[src/rtl/i2c_pkg.sv]
// Shared I2C definitions: bus-state encoding and default conditioner timing constants.
package i2c_pkg;

    typedef enum logic {
        I2C_BUS_IDLE = 1'b0,
        I2C_BUS_BUSY = 1'b1
    } i2c_bus_state_e;

    localparam int unsigned I2C_SYNC_STAGES    = 2;
    localparam int unsigned I2C_FILTER_CYCLES  = 4;
    localparam int unsigned I2C_TIMEOUT_CYCLES = 1000000;

endpackage

[src/rtl/i2c_glitch_filter.sv]
// Synchroniser plus stability counter for one open-drain line; no backpressure.
// Latency SYNC_STAGES+FILTER_CYCLES cycles; chg_o flags the cycle before filt_o flips.
module i2c_glitch_filter
    import i2c_pkg::*;
#(
    parameter int unsigned SYNC_STAGES   = I2C_SYNC_STAGES,
    parameter int unsigned FILTER_CYCLES = I2C_FILTER_CYCLES
) (
    input  logic clk_i,
    input  logic rst_n_i,
    input  logic raw_i,
    output logic filt_o,
    output logic chg_o
);
    localparam int unsigned CW = (FILTER_CYCLES > 1) ? $clog2(FILTER_CYCLES) : 1;

    logic [SYNC_STAGES-1:0] sync_q;
    logic                   synced;
    logic                   filt_q, filt_d;
    logic [CW-1:0]          cnt_q, cnt_d;

    assign synced = sync_q[SYNC_STAGES-1];
    assign filt_o = filt_q;

    // Counter only survives consecutive disagreeing cycles; any agreement restarts it.
    always_comb begin
        filt_d = filt_q;
        cnt_d  = '0;
        chg_o  = 1'b0;
        if (synced != filt_q) begin
            if (cnt_q == CW'(FILTER_CYCLES - 1)) begin
                filt_d = synced;
                chg_o  = 1'b1;
            end else begin
                cnt_d = cnt_q + CW'(1);
            end
        end
    end

    always_ff @(posedge clk_i or negedge rst_n_i) begin
        if (!rst_n_i) begin
            sync_q <= '1;
            filt_q <= 1'b1;
            cnt_q  <= '0;
        end else begin
            sync_q <= {sync_q[SYNC_STAGES-2:0], raw_i};
            filt_q <= filt_d;
            cnt_q  <= cnt_d;
        end
    end

endmodule

[src/rtl/i2c_bus_conditioner.sv]
// Clean SCL/SDA levels, SCL edge strobes, START/STOP strobes and bus-busy for the I2C slave; no backpressure.
// Strobes follow the filtered lines by 0 (edges) or 1 (START/STOP) cycle; I2C_COND_TIMEOUT_EN adds a stuck-SCL timeout.
module i2c_bus_conditioner
    import i2c_pkg::*;
#(
    parameter int unsigned SYNC_STAGES    = I2C_SYNC_STAGES,
    parameter int unsigned FILTER_CYCLES  = I2C_FILTER_CYCLES,
    parameter int unsigned TIMEOUT_CYCLES = I2C_TIMEOUT_CYCLES
) (
    input  logic in_clk,
    input  logic in_rst_n,
    input  logic in_scl,
    input  logic in_sda,
    output logic out_scl,
    output logic out_sda,
    output logic out_scl_rise,
    output logic out_scl_fall,
    output logic out_start,
    output logic out_stop,
    output logic out_bus_busy,
    output logic out_timeout
);
    i2c_bus_state_e state_q, state_d;

    logic scl_f, sda_f, scl_chg, sda_chg_unused;
    logic scl_prev_q, sda_prev_q;
    logic rise_q, fall_q, start_q, stop_q;
    logic start_det, stop_det, tmo_hit;

    i2c_glitch_filter #(.SYNC_STAGES(SYNC_STAGES), .FILTER_CYCLES(FILTER_CYCLES)) u_scl_filt (
        .clk_i(in_clk), .rst_n_i(in_rst_n), .raw_i(in_scl), .filt_o(scl_f), .chg_o(scl_chg)
    );

    i2c_glitch_filter #(.SYNC_STAGES(SYNC_STAGES), .FILTER_CYCLES(FILTER_CYCLES)) u_sda_filt (
        .clk_i(in_clk), .rst_n_i(in_rst_n), .raw_i(in_sda), .filt_o(sda_f), .chg_o(sda_chg_unused)
    );

    // SCL must be high in both samples, so a simultaneous SCL/SDA change is ignored.
    assign start_det =  sda_prev_q & ~sda_f & scl_prev_q & scl_f;
    assign stop_det  = ~sda_prev_q &  sda_f & scl_prev_q & scl_f;

    always_ff @(posedge in_clk or negedge in_rst_n) begin
        if (!in_rst_n) begin
            scl_prev_q <= 1'b1;
            sda_prev_q <= 1'b1;
            rise_q     <= 1'b0;
            fall_q     <= 1'b0;
            start_q    <= 1'b0;
            stop_q     <= 1'b0;
        end else begin
            scl_prev_q <= scl_f;
            sda_prev_q <= sda_f;
            rise_q     <= scl_chg & ~scl_f;
            fall_q     <= scl_chg &  scl_f;
            start_q    <= start_det;
            stop_q     <= stop_det;
        end
    end

`ifdef I2C_COND_TIMEOUT_EN
    localparam int unsigned TW = $clog2(TIMEOUT_CYCLES + 1);

    logic [TW-1:0] tmo_cnt_q, tmo_cnt_d;
    logic          scl_low_busy, timeout_q;

    assign scl_low_busy = (state_q == I2C_BUS_BUSY) && !scl_f;
    assign tmo_hit      = scl_low_busy && (tmo_cnt_q == TW'(TIMEOUT_CYCLES - 1));
    assign out_timeout  = timeout_q;

    always_comb begin
        tmo_cnt_d = '0;
        if (scl_low_busy) begin
            tmo_cnt_d = (tmo_cnt_q == TW'(TIMEOUT_CYCLES)) ? tmo_cnt_q : tmo_cnt_q + TW'(1);
        end
    end

    always_ff @(posedge in_clk or negedge in_rst_n) begin
        if (!in_rst_n) begin
            tmo_cnt_q <= '0;
            timeout_q <= 1'b0;
        end else begin
            tmo_cnt_q <= tmo_cnt_d;
            timeout_q <= tmo_hit;
        end
    end
`else
    logic unused_tmo;

    assign unused_tmo  = |TIMEOUT_CYCLES;
    assign tmo_hit     = 1'b0;
    assign out_timeout = 1'b0;
`endif

    always_ff @(posedge in_clk or negedge in_rst_n) begin
        if (!in_rst_n) begin
            state_q <= I2C_BUS_IDLE;
        end else begin
            state_q <= state_d;
        end
    end

    always_comb begin
        state_d = state_q;
        case (state_q)
            I2C_BUS_IDLE: if (start_det) state_d = I2C_BUS_BUSY;
            I2C_BUS_BUSY: if (stop_det || tmo_hit) state_d = I2C_BUS_IDLE;
            default:      state_d = I2C_BUS_IDLE;
        endcase
    end

    always_comb begin
        out_bus_busy = (state_q == I2C_BUS_BUSY);
    end

    assign out_scl      = scl_f;
    assign out_sda      = sda_f;
    assign out_scl_rise = rise_q;
    assign out_scl_fall = fall_q;
    assign out_start    = start_q;
    assign out_stop     = stop_q;

endmodule

[config.mk]
export PLATFORM = sky130hd
export DESIGN_NAME = i2c_bus_conditioner
export DESIGN_NICKNAME = d
export VERILOG_FILES = /design/src/rtl/i2c_pkg.sv /design/src/rtl/i2c_glitch_filter.sv /design/src/rtl/i2c_bus_conditioner.sv
export SDC_FILE = /design/constraint.sdc
export NUM_CORES = 1
export LEC_CHECK = 0
export ABC_AREA = 0
export BUFFER_PORTS_ARGS = -buffer_cell sky130_fd_sc_hd__buf_4
export CELL_PAD_IN_SITES_DETAIL_PLACEMENT = 1
export CELL_PAD_IN_SITES_GLOBAL_PLACEMENT = 1
export CORE_MARGIN = 1.5
export CORE_UTILIZATION = 43
export CTS_BUF_LIST = sky130_fd_sc_hd__clkbuf_4
export CTS_CLUSTER_SIZE = 30
export DETAILED_ROUTE_END_ITERATION = 7
export GPL_ROUTABILITY_DRIVEN = 0
export PLACE_DENSITY = 0.85
export SYNTH_ARGS = -nofsm -noshare
export SYNTH_HDL_FRONTEND = slang
export SYNTH_SLANG_ARGS = --single-unit
[constraint.sdc]
create_clock -name in_clk -period 1.55 [get_ports in_clk]
set_clock_uncertainty 0.2 [all_clocks]
set_input_delay 0 -clock in_clk [delete_from_list [all_inputs] [get_ports in_clk]]
set_output_delay 0 -clock in_clk [all_outputs]
set_load 0.02 [all_outputs]
# Word-level counts from Yosys, hierarchy flattened
# Cells that the tools add are included.
# W data, S select, Z words.
totals:
  ff_bits: 17
  output_inout_bits: 8
op_classes:
  addsub: 2
  n_eq_ne: 4
  muxes: 9
  bitwise: 12
  reduce_logical: 2
ops:
  columns: ["op", "n"]
  rows:
  - ["$and A1 B1 Y1", 8]
  - ["$mux W2", 4]
  - ["$add A2 B1 Y2 const B", 2]
  - ["$eq A2 B2 Y1 const B", 2]
  - ["$mux W1", 4]
  - ["$not A1 Y1", 4]
  - ["$reduce_and A2 Y1", 2]
  - ["$ne A1 B1 Y1", 2]
  - ["$pmux W1 S2", 1]

# Longest topological paths before layout
depth:
  word_depth: 6
  ltp_mapped: 3

# Cells and area by module
# A second synthesis with hierarchy kept.
unflattened:
  hier_cells: 40
  hier_area_um2: 608.1
modules_own_cells:
  columns: ["mod", "instances", "cells_per_inst", "area_each_um2"]
  rows:
  - ["i2c_glitch_filter", 2, 11, 186.4]
  - ["i2c_bus_conditioner", 1, 18, 235.2]

# Least setup slack after synthesis
# OpenSTA, ideal clock, no wires.
synth_timing:
  path_kind: "reg2reg"
  from: "register u_sda_filt.filt_q (netlist: u_sda_filt.filt_o)"
  to: "register state_q (netlist: out_bus_busy)"
  setup_ns: 0.133
  arrival_ns: 0.989
  required_ns: 1.217
  path_slack_ns: 0.228
  stages_incl_launch_ff: 4
  n_path_buf: 0
  period_less_slack_ns: 1.322
  cell_sequence: "dfstp_2 inv_1 o31ai_1 o21ai_0"
synth_between:
  elab_chain_cells: 6
synth_lines:
  columns: ["item", "line", "text"]
  rows:
  - ["from (decl)", "i2c_glitch_filter.sv:19", "logic filt_q, filt_d;"]
  - ["from (signal assigned)", "i2c_glitch_filter.sv:47", "filt_q <= filt_d;"]
  - ["$not A1 Y1", "i2c_bus_conditioner.sv:39", "assign start_det = sda_prev_q & ~sda_f & scl_prev_q & scl_f;"]
  - ["$and A1 B1 Y1 (3 in series)", "i2c_bus_conditioner.sv:39", null]
  - ["$mux W1", "i2c_bus_conditioner.sv:105", "I2C_BUS_IDLE: if (start_det) state_d = I2C_BUS_BUSY;"]
  - ["$pmux W1 S2 (*)", "i2c_bus_conditioner.sv:104", "case (state_q)"]
  - ["net state_d", "i2c_bus_conditioner.sv:23", "i2c_bus_state_e state_q, state_d;"]
  - ["to (signal assigned)", "i2c_bus_conditioner.sv:98", "state_q <= state_d;"]
  - ["to (decl)", "i2c_bus_conditioner.sv:23", null]
# Mark *: on every way through the listed nets, which the timed path passes. The rest lies on a longest branch.
# A chain may end at the register's enable or synchronous reset.

# Worst setup path in the final report
# Ends and elaborated chain as after synthesis.

==> out/qor.csv <==
metric;value;unit
total number of vias;349;
Worst EP required;1.52;ns
Leak;0.000355;uW
die area;0.00160;mm^2
setup TNS;0;ns
CTS Sinks;17;
CP Cell Sequence;inv_1, o31ai_1, o21ai_0;
type of origin of the critical path;flip-flop;
CTS tree;built;
delay of the slowest critical-path stage;0.59;ns
Total Power;1250;uW
status;finished clean;
YS warnings;0;
Worst-path clk slew;0.09;ns
Fin Hold WS;0.0559;ns
Routed Wire Length;1.03;mm
post_cts resized;0;
critical path arrival;1.34;ns
worst ir drop on vdd;770;uV
Area growth syn-to-layout;26.7;%
total CTS buffers;3;
first-pass GRT wire length;1.63;mm
clk root buf;clkbuf_4;
die outline height;39.9;um
antenna fix cells;0;
drt pass-1 iters;2;
share of the yosys chip area belonging to registers;0.742;
largest cells by area after synthesis;dfrtp_1 (38%), dfstp_2 (36%), ha_1 (4.3%);
crit path max fanout;6;
DR DRC count;0;
top cell type by total area after synthesis;dfrtp_1;
CP max stage cell;dfstp_2;
Placement Setup Slack;0.183;ns
pwr dens;1680;mW/mm^2
Post-DRT Antenna Nets;0;
Setup Crit Path Kind;reg -> reg;
most frequent cells in the layout;buf_4 (10), dfrtp_1 (9), dfstp_2 (8);
starting density of the core;0.457;
WL per Instance;14.0;um
MaxCap Viol Count;0;
CP Buf/Inv Count;1;
vias in the first global route;397;
DP Area;673;um^2
port buffer count;10;
final net count;66;
setup violators final;0;
RSZ-0062 raised after global routing;false;
hold crit path type;in -> async;
initial antenna violation count;0;
clock latency on the worst-skew pair;0.29;ns
final instance area;743;um^2
CTS H-tree depth;1;
final period demand of the worst path;1.37;ns
num rows;13;
die width;39.9;um
top-area cell type share of the netlist area;0.384;
R2R Setup Slk;0.18;ns
Layout fillers;132;
Post-Synthesis Cell Area;587;um^2
worst setup margin;0.180;ns
drt first-iter violations;3;
area of the core;0.00128;mm^2
RR Startpoint;u_sda_filt.filt_o$_DFFE_PN1P_;
syn avg cell area;14.0;um^2
CP delay by family, top;flip-flops;
io pins;12;
Fin. Hold Viols;0;
vias per cell;4.72;
Worst R2R Path Depth;3;
Synth cell types;17;
Final period util;0.884;
largest net degree at the start of global routing;10;
fin. max-slew vios;0;
fmax;0.730;GHz
Total GRT Usage;0.173;
Synth Net Count;48;
Seq. cell area;435;um^2
RR Endpoint;out_bus_busy$_DFF_PN0_;
Mapped Cells;42;
share of layout cells above drive strength 1;0.407;
clk buf depth;2;
multi-input combinational cell area;136;um^2
grt ovf;0;
commonest non-fill, non-tap cell in the layout;buf_4;
post-synthesis register bit count;17;
CP Capture Type;flip-flop;
[repair_timing]
| item | 4_1_cts | 5_1_grt |
|---|---|---|
| hold endpoints to repair | 19 | 0 |
| buffers inserted | 0 | 0 |
| setup endpoints to repair | 0 | 0 |
| hold buffers | 4 | 0 |
[where the power goes]
group	switching, uW	total (uW)	internal, uW
registers	94.9	692	597
logic	166	313	148
clock network	127	244	117
[worst max-delay path by stage]
stage                                  startpoint                      to  slack (ns)  depth (start not counted)
floorplan           u_sda_filt.filt_o$_DFFE_PN1P_  out_bus_busy$_DFF_PN0_        0.23                          3
global placement    u_sda_filt.filt_o$_DFFE_PN1P_  out_bus_busy$_DFF_PN0_        0.26                          3
detailed placement  u_scl_filt.filt_o$_DFFE_PN1N_  out_bus_busy$_DFF_PN0_        0.18                          3
CTS                 u_sda_filt.filt_o$_DFFE_PN1P_  out_bus_busy$_DFF_PN0_        0.17                          3
global route        u_sda_filt.filt_o$_DFFE_PN1P_  out_bus_busy$_DFF_PN0_        0.04                          3
finish              u_sda_filt.filt_o$_DFFE_PN1P_  out_bus_busy$_DFF_PN0_        0.18                          3
[layout make-up]
type / instances / area share
multi-input cells: 22 / 0.184
clock buffers: 4 / 0.0404
repair buffers: 14 / 0.155
well taps: 15 / 0.0253
inverters: 2 / 0.0101
flip-flops and latches: 17 / 0.586
[worst reg2reg max path: cells and delay by family, from the launching register on]
kind | cells | cell delay (ns)
flops | 1 | 0.59
compound gates | 2 | 0.38
buf+inv | 1 | 0.09
[cells by family (layout without fill, tap and decap cells)]
logic type,after synthesis,count (layout),synth area share
buffers and inverters,3,20,0.0256
other,1,1,0.00639
AND/OR/NAND/NOR,13,13,0.115
adder cells (fa/ha/maj),2,2,0.0426
XOR/XNOR,2,2,0.0299
flip-flops,17,17,0.742
AO/OA/AOI/OAI,4,4,0.0384
[sequential cells by signal (all words and copies together) (netlist names)]
register,flops
u_scl_filt.sync_q,2
u_sda_filt.cnt_q,2
out_start,1
out_scl_rise,1
u_sda_filt.sync_q,2
u_sda_filt.filt_o,1
out_stop,1
sda_prev_q,1
u_scl_filt.filt_o,1
out_scl_fall,1
scl_prev_q,1
u_scl_filt.cnt_q,2
out_bus_busy,1
[synthesized netlist by cell type, drive strengths merged]
cell type / number
xnor2: 1
nand3: 1
conb: 1
xor2: 1
nand2: 4
nor3b: 1
nor2b: 1
o21ai: 3
dfstp: 8
dfrtp: 9
buf: 1
inv: 2
nor2: 3
and2: 1
nor3: 2
ha: 2
o31ai: 1
[metal layers]
metal | GRT usage | vias to the layer above | part of all wire
met4 | 0.103 | 0 | 0.015
met5 | 0 | - | 0
li1 | - | 166 | -
met2 | 0.339 | 13 | 0.57
met3 | 0.0500 | 2 | 0.062
met1 | 0.149 | 168 | 0.35
[metrics by stage]
step | util | std cells
after floorplan | - | 42
after global placement | 0.524 | 66
after detailed placement | 0.524 | 66
after CTS | 0.578 | 74
after global routing | 0.578 | 74
final | 0.578 | 74
Power figures use the tool's default switching activity.
